File: src/rtl/reg_frame_pkg.sv
// Shared types and constants for the register readback frame transmitter.
// frame_len() gives the emitted length (header + payload, padded up to the minimum).
package reg_frame_pkg;

   typedef enum logic [1:0] {
      IDLE    = 2'd0,
      HDR     = 2'd1,
      PAYLOAD = 2'd2,
      PAD     = 2'd3
   } state_t;

   localparam int HDR_LEN = 16;

   localparam logic [47:0] DEF_DST_MAC   = 48'hFFFF_FFFF_FFFF;
   localparam logic [47:0] DEF_SRC_MAC   = 48'h000A_3500_0102;
   localparam logic [15:0] DEF_ETHERTYPE = 16'h88B5;
   localparam int          DEF_MIN_LEN   = 60;

   function automatic int frame_len(input int nregs, input int min_len);
      int raw;
      raw = HDR_LEN + 4 * nregs;
      return (raw < min_len) ? min_len : raw;
   endfunction

endpackage

File: src/rtl/reg_frame_tx.sv
// Snapshots the register bank on request and streams it out as one Ethernet frame
// (header, big-endian payload, zero pad) over a byte-wide AXI-stream master.
module reg_frame_tx
   import reg_frame_pkg::*;
#(
   parameter int          NREGS     = 32,
   parameter logic [47:0] DST_MAC   = DEF_DST_MAC,
   parameter logic [47:0] SRC_MAC   = DEF_SRC_MAC,
   parameter logic [15:0] ETHERTYPE = DEF_ETHERTYPE,
   parameter int          MIN_LEN   = DEF_MIN_LEN
) (
   input  logic                  clk,
   input  logic                  resetn,
   input  logic                  trigger,
   input  logic [NREGS-1:0][31:0] regs,
   output logic [7:0]            m_axis_tdata,
   output logic                  m_axis_tvalid,
   output logic                  m_axis_tlast,
   output logic                  m_axis_tuser,
   input  logic                  m_axis_tready,
   output logic                  busy,
   output logic [15:0]           seq_num,
   output logic [1:0]            dbg_state
);

   localparam int          LEN       = frame_len(NREGS, MIN_LEN);
   localparam logic [15:0] LAST_IDX  = 16'(LEN - 1);
   localparam logic [15:0] PAY_START = 16'(HDR_LEN);
   localparam logic [15:0] PAY_END   = 16'(HDR_LEN + 4 * NREGS);
   localparam int          IDXW      = (NREGS > 1) ? $clog2(NREGS) : 1;

   state_t                  state;
   logic [15:0]             byte_cnt;
   logic                    pending;
   logic [NREGS-1:0][31:0]  snap;
   logic [15:0]             snap_seq;

   logic [15:0]             next_cnt;
   logic [7:0]              next_byte;
   state_t                  next_state;
   logic [127:0]            hdr_word;
   logic [15:0]             pay_off;
   logic [IDXW-1:0]         reg_idx;
   logic [31:0]             reg_word;

   // Byte selection for the byte that follows the one currently on the bus;
   // it is loaded into tdata on the transfer, so the output stays registered.
   always_comb begin
      next_cnt   = byte_cnt + 16'd1;
      hdr_word   = {DST_MAC, SRC_MAC, ETHERTYPE, snap_seq};
      pay_off    = next_cnt - PAY_START;
      reg_idx    = IDXW'(pay_off >> 2);
      reg_word   = '0;
      next_byte  = 8'h00;
      next_state = PAD;
      if (next_cnt < PAY_START) begin
         next_byte  = 8'(hdr_word >> {4'd15 - next_cnt[3:0], 3'b000});
         next_state = HDR;
      end else if (next_cnt < PAY_END) begin
         reg_word   = snap[reg_idx];
         next_byte  = 8'(reg_word >> {~pay_off[1:0], 3'b000});
         next_state = PAYLOAD;
      end
   end

   always_ff @(posedge clk or negedge resetn) begin
      if (!resetn) begin
         state         <= IDLE;
         byte_cnt      <= '0;
         pending       <= 1'b0;
         snap          <= '0;
         snap_seq      <= '0;
         seq_num       <= '0;
         m_axis_tdata  <= '0;
         m_axis_tvalid <= 1'b0;
         m_axis_tlast  <= 1'b0;
      end else begin
         case (state)
            IDLE: begin
               if (pending || trigger) begin
                  snap          <= regs;
                  snap_seq      <= seq_num;
                  pending       <= 1'b0;
                  byte_cnt      <= '0;
                  m_axis_tdata  <= DST_MAC[47:40];
                  m_axis_tvalid <= 1'b1;
                  m_axis_tlast  <= 1'b0;
                  state         <= HDR;
               end
            end
            default: begin
               // A request arriving mid-frame (including on the last byte) queues one frame.
               if (trigger) begin
                  pending <= 1'b1;
               end
               if (m_axis_tvalid && m_axis_tready) begin
                  if (byte_cnt == LAST_IDX) begin
                     m_axis_tvalid <= 1'b0;
                     m_axis_tlast  <= 1'b0;
                     m_axis_tdata  <= '0;
                     seq_num       <= seq_num + 16'd1;
                     state         <= IDLE;
                  end else begin
                     byte_cnt      <= next_cnt;
                     m_axis_tdata  <= next_byte;
                     m_axis_tlast  <= (next_cnt == LAST_IDX);
                     state         <= next_state;
                  end
               end
            end
         endcase
      end
   end

   assign m_axis_tuser = 1'b0;
   assign busy         = (state != IDLE) || pending;
   assign dbg_state    = state;

   a_hold_stable: assert property (@(posedge clk) disable iff (!resetn)
      (m_axis_tvalid && !m_axis_tready) |=>
      (m_axis_tvalid && $stable(m_axis_tdata) && $stable(m_axis_tlast)));

   a_last_pos: assert property (@(posedge clk) disable iff (!resetn)
      m_axis_tlast |-> (m_axis_tvalid && byte_cnt == LAST_IDX));

endmodule

File: config.mk
export PLATFORM = sky130hd
export DESIGN_NAME = reg_frame_tx
export DESIGN_NICKNAME = d
export VERILOG_FILES = /design/src/rtl/reg_frame_pkg.sv /design/src/rtl/reg_frame_tx.sv
export SDC_FILE = /design/constraint.sdc
export NUM_CORES = 2
export LEC_CHECK = 0
export ABC_AREA = 1
export CAP_MARGIN = 20
export CELL_PAD_IN_SITES_DETAIL_PLACEMENT = 1
export CELL_PAD_IN_SITES_GLOBAL_PLACEMENT = 1
export CORE_AREA = 4 4 409 411
export CTS_CLUSTER_SIZE = 8
export DETAILED_ROUTE_END_ITERATION = 7
export DIE_AREA = 0 0 413 415
export GPL_TIMING_DRIVEN = 0
export PLACE_DENSITY = 0.79
export SLEW_MARGIN = 20
export SYNTH_ARGS = -nofsm -noshare
export SYNTH_HDL_FRONTEND = slang
export SYNTH_SLANG_ARGS = --single-unit
export TNS_END_PERCENT = 30
File: constraint.sdc
create_clock -name clk -period 5.48 [get_ports clk]
set_clock_uncertainty 0.15 [all_clocks]
set_input_delay 1.644 -clock clk [delete_from_list [all_inputs] [get_ports clk]]
set_output_delay 1.644 -clock clk [all_outputs]
set_load 0.005 [all_outputs]
Yosys cells after proc, flatten, opt, wreduce, memory -nomap -nowiden
Index checks and enable logic that the tools add are counted.
- bitwise gates (word level): 2
- magnitude comparators: 3
- multiplexer cells: 28
- add/subtract/negate cells: 4
- eq/ne operators: 4
- reductions and logical operators: 14
- shift-type cells: 2
- operator list (kind ; count):
    32-bit binary-select mux with 5-bit select ; 1
    128-bit by 7-bit >> shifter with 8-bit output ; 1
    16-bit two-way mux ; 4
    8-bit two-way mux ; 6
    16-bit by 1-bit adder with 16-bit output, second input constant ; 2
    16-bit by 8-bit == test with 1-bit output, second input constant ; 2
    32-bit two-way mux ; 1
    32-bit by 5-bit >> shifter with 8-bit output ; 1
    16-bit by 5-bit less-than comparator with 1-bit output, second input constant ; 1
    16-bit by 8-bit less-than comparator with 1-bit output, second input constant ; 1
    1-bit two-way mux ; 11
    2-bit two-way mux ; 5
    3-bit AND reduction ; 3
    2-bit nonzero test ; 4
    7-bit by 5-bit subtractor with 7-bit output, second input constant ; 1
    5-bit by 6-bit less-than comparator with 1-bit output, second input constant ; 1
    2-bit AND reduction ; 3
    4-bit subtractor, first input constant ; 1
    2-bit logical NOT ; 1
    1-bit logical OR ; 2
    2-bit by 1-bit inequality test with 1-bit output, second input constant ; 1
    2-bit inequality test, second input constant ; 1
    2-bit inverter ; 1
    1-bit logical AND ; 1
    1-bit inverter ; 1
- flip-flop bits (word level): 1085
- output and inout bits: 30

Logic depth before layout (Yosys ltp)
- word-level depth: 10
- mapped depth: 21
- gate-level depth less buffers: 18

Worst setup path after synthesis
OpenSTA, ideal clock, no wires.
- path kind: register -> register
- start: reg byte_cnt[1]
- end: reg m_axis_tdata[1]
- buffers on the path: 4
- arrival: 2.831 ns
- required time: 5.253 ns
- setup slack: 2.422 ns
- cell stages (with the launch flop): 20
- setup time: 0.077 ns
- cells stage by stage: dfrtp_1 ha_1 nand2_4 nor2_8 nand2_2 nand2_1 inv_2 buf_6 buf_2 ha_1 clkbuf_1 buf_1 nand3_1 nand3_1 nand2_1 nand2_1 nand2_1 nor2_1 nand2_1 a21oi_1
- longest elaborated chain between the ends: 10
- ends and longest elaborated chain (element ; line ; source):
    start: declaration ; reg_frame_tx.sv:33 ; logic [15:0] byte_cnt;
    start signal: assignment ; reg_frame_tx.sv:104 ; byte_cnt <= next_cnt;
    16-bit by 1-bit adder with 16-bit output ; reg_frame_tx.sv:49 ; next_cnt = byte_cnt + 16'd1;
    7-bit by 5-bit subtractor with 7-bit output ; reg_frame_tx.sv:51 ; pay_off = next_cnt - PAY_START;
    32-bit binary-select mux with 5-bit select ; reg_frame_tx.sv:60 ; reg_word = snap[reg_idx];
    32-bit two-way mux (implied by the code) ; reg_frame_tx.sv:60 ;
    32-bit by 5-bit >> shifter with 8-bit output ; reg_frame_tx.sv:61 ; next_byte = 8'(reg_word >> {~pay_off[1:0], 3'b000});
    8-bit two-way mux ; reg_frame_tx.sv:59 ; end else if (next_cnt < PAY_END) begin
    8-bit two-way mux ; reg_frame_tx.sv:56 ; if (next_cnt < PAY_START) begin
    8-bit two-way mux * ; reg_frame_tx.sv:97 ; if (byte_cnt == LAST_IDX) begin
    8-bit two-way mux * ; reg_frame_tx.sv:96 ; if (m_axis_tvalid && m_axis_tready) begin
    8-bit two-way mux * ; reg_frame_tx.sv:78 ; case (state)
    end signal: assignment ; reg_frame_tx.sv:85 ; m_axis_tdata <= DST_MAC[47:40];
    end signal: assignment ; reg_frame_tx.sv:105 ; m_axis_tdata <= next_byte;
    end: declaration ; reg_frame_tx.sv:16 ; output logic [7:0] m_axis_tdata,
Mark *: on every way between the ends. The rest lies on a longest branch, timed or not. The select of a mux whose other input is x is not followed.
A chain may end at the register's enable or synchronous reset.

Final worst setup path
- start: reg byte_cnt[1]
- end: reg m_axis_tdata[0]
Same word-level chain as after synthesis.

==> run summary <==
* 5 — endpoints failing setup
* 0.3216 ns — Hold Worst Slack
* 51.62% — Synth top area share
* 1085 — sink count of the clock tree
* 1085 — #FFs+latches synth
* 38.09 um — average routed wire per standard cell
* 0.03401 uW — Leakage
* 0.06 ns — clock transition time at the flip-flop clock pins of the worst setup and hold paths
* 10 — worst-path fanout max
* 44.98% — Total Routing Usage GR
* -0.1496 ns — smallest setup slack after layout
* 20090 — Filler Cells Inserted
* 0 — max-cap viol count
* yes — CTS tree
* 32.06% — initial cell density of the core
* flop — endpoint class of the critical path
* sky130_fd_sc_hd__nand2_1 (2977), sky130_fd_sc_hd__dfrtp_1 (1085), sky130_fd_sc_hd__nand3_1 (757) — leading post-synthesis cells by instance count
* 6.505% — fraction of final layout cells with drive strength greater than 1
* 3 — maximum clock path buffer count
* 594.7 uV — Worst VDD drop
* 149 — placement row count
* 0.06620 mm2 — area of placed instances
* sky130_fd_sc_hd__clkbuf_1 — CP max stage cell
* 60520 — total vias in the final route
* 8.034% — max_slew headroom
* ha_1 -> nand2_4 -> nor2_8 -> nand2_2 -> nand2_1 -> inv_2 -> buf_6 -> buf_2 -> ha_1 -> clkbuf_1 -> clkbuf_1 -> nand3_1 -> nand3_1 -> nand2_1 -> nand2_1 -> nand2_1 -> nor2_1 -> nand2_1 -> a21oi_1 — crit path cell chain
* 0.02715 mm2 — FF/Latch Area
* flop — CP Launch Type
* 415 um — height of the die
* 0 — buffer count from post-CTS setup fixing
* 1056 — Buffers on Ports
* 0 — synthesis warning total
* 9237 — number of nets in the layout
* 51930 uW — total chip power
* sky130_fd_sc_hd__dfrtp_1 (52%), sky130_fd_sc_hd__nand2_1 (21%), sky130_fd_sc_hd__nand3_1 (7.2%) — top cells by area, synth
* 0.05259 mm2 — combined area of all synthesized cells
* sky130_fd_sc_hd__nand2_1 — Crit path top cell by count
* 413 um — width of the chip
* 397.6 mm — total wire length after detailed routing
* 40 — library cells used by synthesis
* 8014 — number of nets in the synthesized netlist
* 311.5 mm — post-detailed-placement half-perimeter wirelength
* 33.99% — area growth from synthesis to layout
* 7.535 um2 — mean instance size in the synthesized netlist
* 4 — number of levels the H-tree was split into
* 6980 — Gate Count Post-Synth
* 146 — maximum number of pins on one net before global-route repair
* 1058 — Top Ports
* 0.07047 mm2 — area of all placed cells without fillers
* 0 — number of enable flip-flop cells after synthesis
* -0.5698 ns — setup TNS
* 5.630 ns — final critical path time including I/O delays and setup
* met2 — gr busiest metal
* 0 — total count of max-transition violations in the final report
* 5.799 — average via count per standard cell
* 15.30% — global routing met3 resource utilization
* 1.379 ns — actual transition at the worst max-transition pin
* no — setup repair after global routing missed its margin
* sky130_fd_sc_hd__dfrtp_1 — predominant post-synthesis flop cell
* 51.62% — proportion of synthesized chip area in sequential cells
* 0.1776 GHz — Fmax
* flop to flop — CP Class
* setup timing — failing checks
* 0 — drt drc
* 10240 — Inst Count DP
* flop to flop — path class of the lowest-slack min-delay path
* 9010 — Iter 0 DRT Violations
* 0 — residual antenna-violating net count after detailed routing
* 0 — overall overflow remaining after global route
* 56 — initial antenna violation count
* sky130_fd_sc_hd__nand2_1 — leading cell type by number of instances after synthesis
* buffers and inverters — cell family with the largest share of critical-path delay
* 6.06 ns — required time reported for the critical path endpoint
* sky130_fd_sc_hd__clkbuf_16 — clock root cell
* 61050 — vias in the first global route
* 155 — TritonCTS Buffers
* 10440 — fin cells
* 519.5 mm — wire length of the first global-routing pass
* finished, violations left — status
* 0.83 ns — source-to-sink clock delay at the later pin of the worst-skew pair
* 100.0% — fraction of registers with async set or reset after synthesis
* 0.79 ns — max incr delay on CP
* 55.06% — grt met1 use
* 736.9 mW/mm2 — Pwr per Cell Area
* 0 — number of failing hold endpoints at the final stage
* 0.02055 mm2 — multi-input logic area
* 0.1714 mm2 — die area
* 1.048 — routability congestion estimate from global placement
* 6.21 ns — Worst EP arrival
* sky130_fd_sc_hd__dfrtp_1 — dominant cell type by area after synthesis
* 65.88% — met2 track demand over resource in global routing
* 0.1641 mm2 — core box area
* 6 — number of search-and-repair iterations in the first detailed-routing pass
* 102.7% — final critical-path share of the clock period
* 5 — number of buffer and inverter instances along the worst setup path
state kept, by name, summed over array words and instances, names as in the netlist:
signal	count
snap	1024
byte_cnt	16
seq_num	16
snap_seq	16
m_axis_tdata	8
dbg_state	2
m_axis_tlast	1
m_axis_tvalid	1
pending	1
worst register-to-register path: stages, from the launching register on:
cell,delay (ns)
sky130_fd_sc_hd__dfrtp_1,0.48
sky130_fd_sc_hd__ha_1,0.30
sky130_fd_sc_hd__nand2_4,0.15
sky130_fd_sc_hd__nor2_8,0.20
sky130_fd_sc_hd__nand2_2,0.13
sky130_fd_sc_hd__nand2_1,0.19
sky130_fd_sc_hd__inv_2,0.08
sky130_fd_sc_hd__buf_6,0.16
sky130_fd_sc_hd__buf_2,0.32
sky130_fd_sc_hd__ha_1,0.45
sky130_fd_sc_hd__clkbuf_1,0.69
sky130_fd_sc_hd__clkbuf_1,0.80
sky130_fd_sc_hd__nand3_1,0.39
sky130_fd_sc_hd__nand3_1,0.20
sky130_fd_sc_hd__nand2_1,0.07
sky130_fd_sc_hd__nand2_1,0.06
sky130_fd_sc_hd__nand2_1,0.11
sky130_fd_sc_hd__nor2_1,0.33
sky130_fd_sc_hd__nand2_1,0.16
sky130_fd_sc_hd__a21oi_1,0.15
metal layers:
layer,wire length (um),vias to the layer above,part of all wire (%)
met5,234,-,0.059
met4,35530,38,8.9
met2,166900,4575,42
met3,47450,1274,12
li1,-,24300,-
met1,147400,30330,37
kinds of logic after synthesis:
logic type,count (synthesis),synth area share [%]
adder cells (fa/ha/maj),6,0.1427
other,1,0.007130
buffers and inverters,1147,9.302
AO/OA/AOI/OAI,895,9.204
AND/OR/NAND/NOR,3828,29.42
XOR/XNOR,18,0.2998
flip-flops,1085,51.62
area by class of cell:
| class | count | area share, % |
|---|---|---|
| diodes | 22 | 0.07812 |
| plain buffers | 459 | 3.306 |
| clock buffers | 161 | 5.550 |
| clock inverters | 18 | 0.4314 |
| inverters | 688 | 3.665 |
| multi-input cells | 4748 | 29.16 |
| flip-flops and latches | 1085 | 38.53 |
| well taps | 2189 | 3.887 |
| repair buffers | 1066 | 15.39 |
timing repair:
action,in CTS,in global routing
resized for setup,1,2
hold buffers,0,0
endpoints found under the setup margin,2,4
cloned,0,0
power breakdown:
part,internal (uW),leakage (uW),switching [uW]
logic,6340,0.0186,22800
registers,11700,0.0134,2010
clock network,5060,0.00206,3960
total,23200,0.0340,28800
through the flow:
stage	utilization, %	setup WS [ns]
2_1_floorplan	-	2.422
3_3_place_gp	40.17	-49.02
3_5_place_dp	40.35	-0.05233
4_1_cts	42.92	0.05981
5_1_grt	42.93	0.05391
6_report	42.95	-0.1496
path summary, 6_finish.rpt:
path	from	to	slack, ns	depth (start not counted)
worst max-delay path	byte_cnt[1]$_DFFE_PN0P_	m_axis_tdata[0]$_DFFE_PN0P_	-0.15	19
worst min-delay path	snap[904]$_DFFE_PN0P_	snap[904]$_DFFE_PN0P_	0.32	2
worst max register to register	byte_cnt[1]$_DFFE_PN0P_	m_axis_tdata[0]$_DFFE_PN0P_	-0.15	19
worst min register to register	snap[904]$_DFFE_PN0P_	snap[904]$_DFFE_PN0P_	0.32	2
max in group asynchronous	resetn	snap[670]$_DFFE_PN0P_	2.41	4
min in group asynchronous	resetn	snap[170]$_DFFE_PN0P_	0.57	1
cells in the final DEF, fill, tap and decap left out, drive strengths merged, types with 2 or more instances in the layout:
| master | synthesis | routed |
|---|---|---|
| xor2 | 15 | 15 |
| inv | 686 | 692 |
| nor2 | 59 | 59 |
| dfrtp | 1085 | 1085 |
| nor4 | 2 | 2 |
| buf | 314 | 324 |
| nand2 | 2984 | 2984 |
| xnor2 | 3 | 3 |
| o31ai | 3 | 3 |
| a21oi | 19 | 19 |
| o22ai | 9 | 9 |
| nand4 | 15 | 15 |
| o211ai | 133 | 133 |
| nand3 | 757 | 757 |
| clkdlybuf4s50 | 0 | 1055 |
| or2 | 2 | 2 |
| ha | 6 | 6 |
| nor3 | 8 | 8 |
| clkinv | 2 | 14 |
| o21ai | 728 | 728 |
| clkbuf | 145 | 307 |
| diode | 0 | 22 |
(Power assumes the default switching activity.)
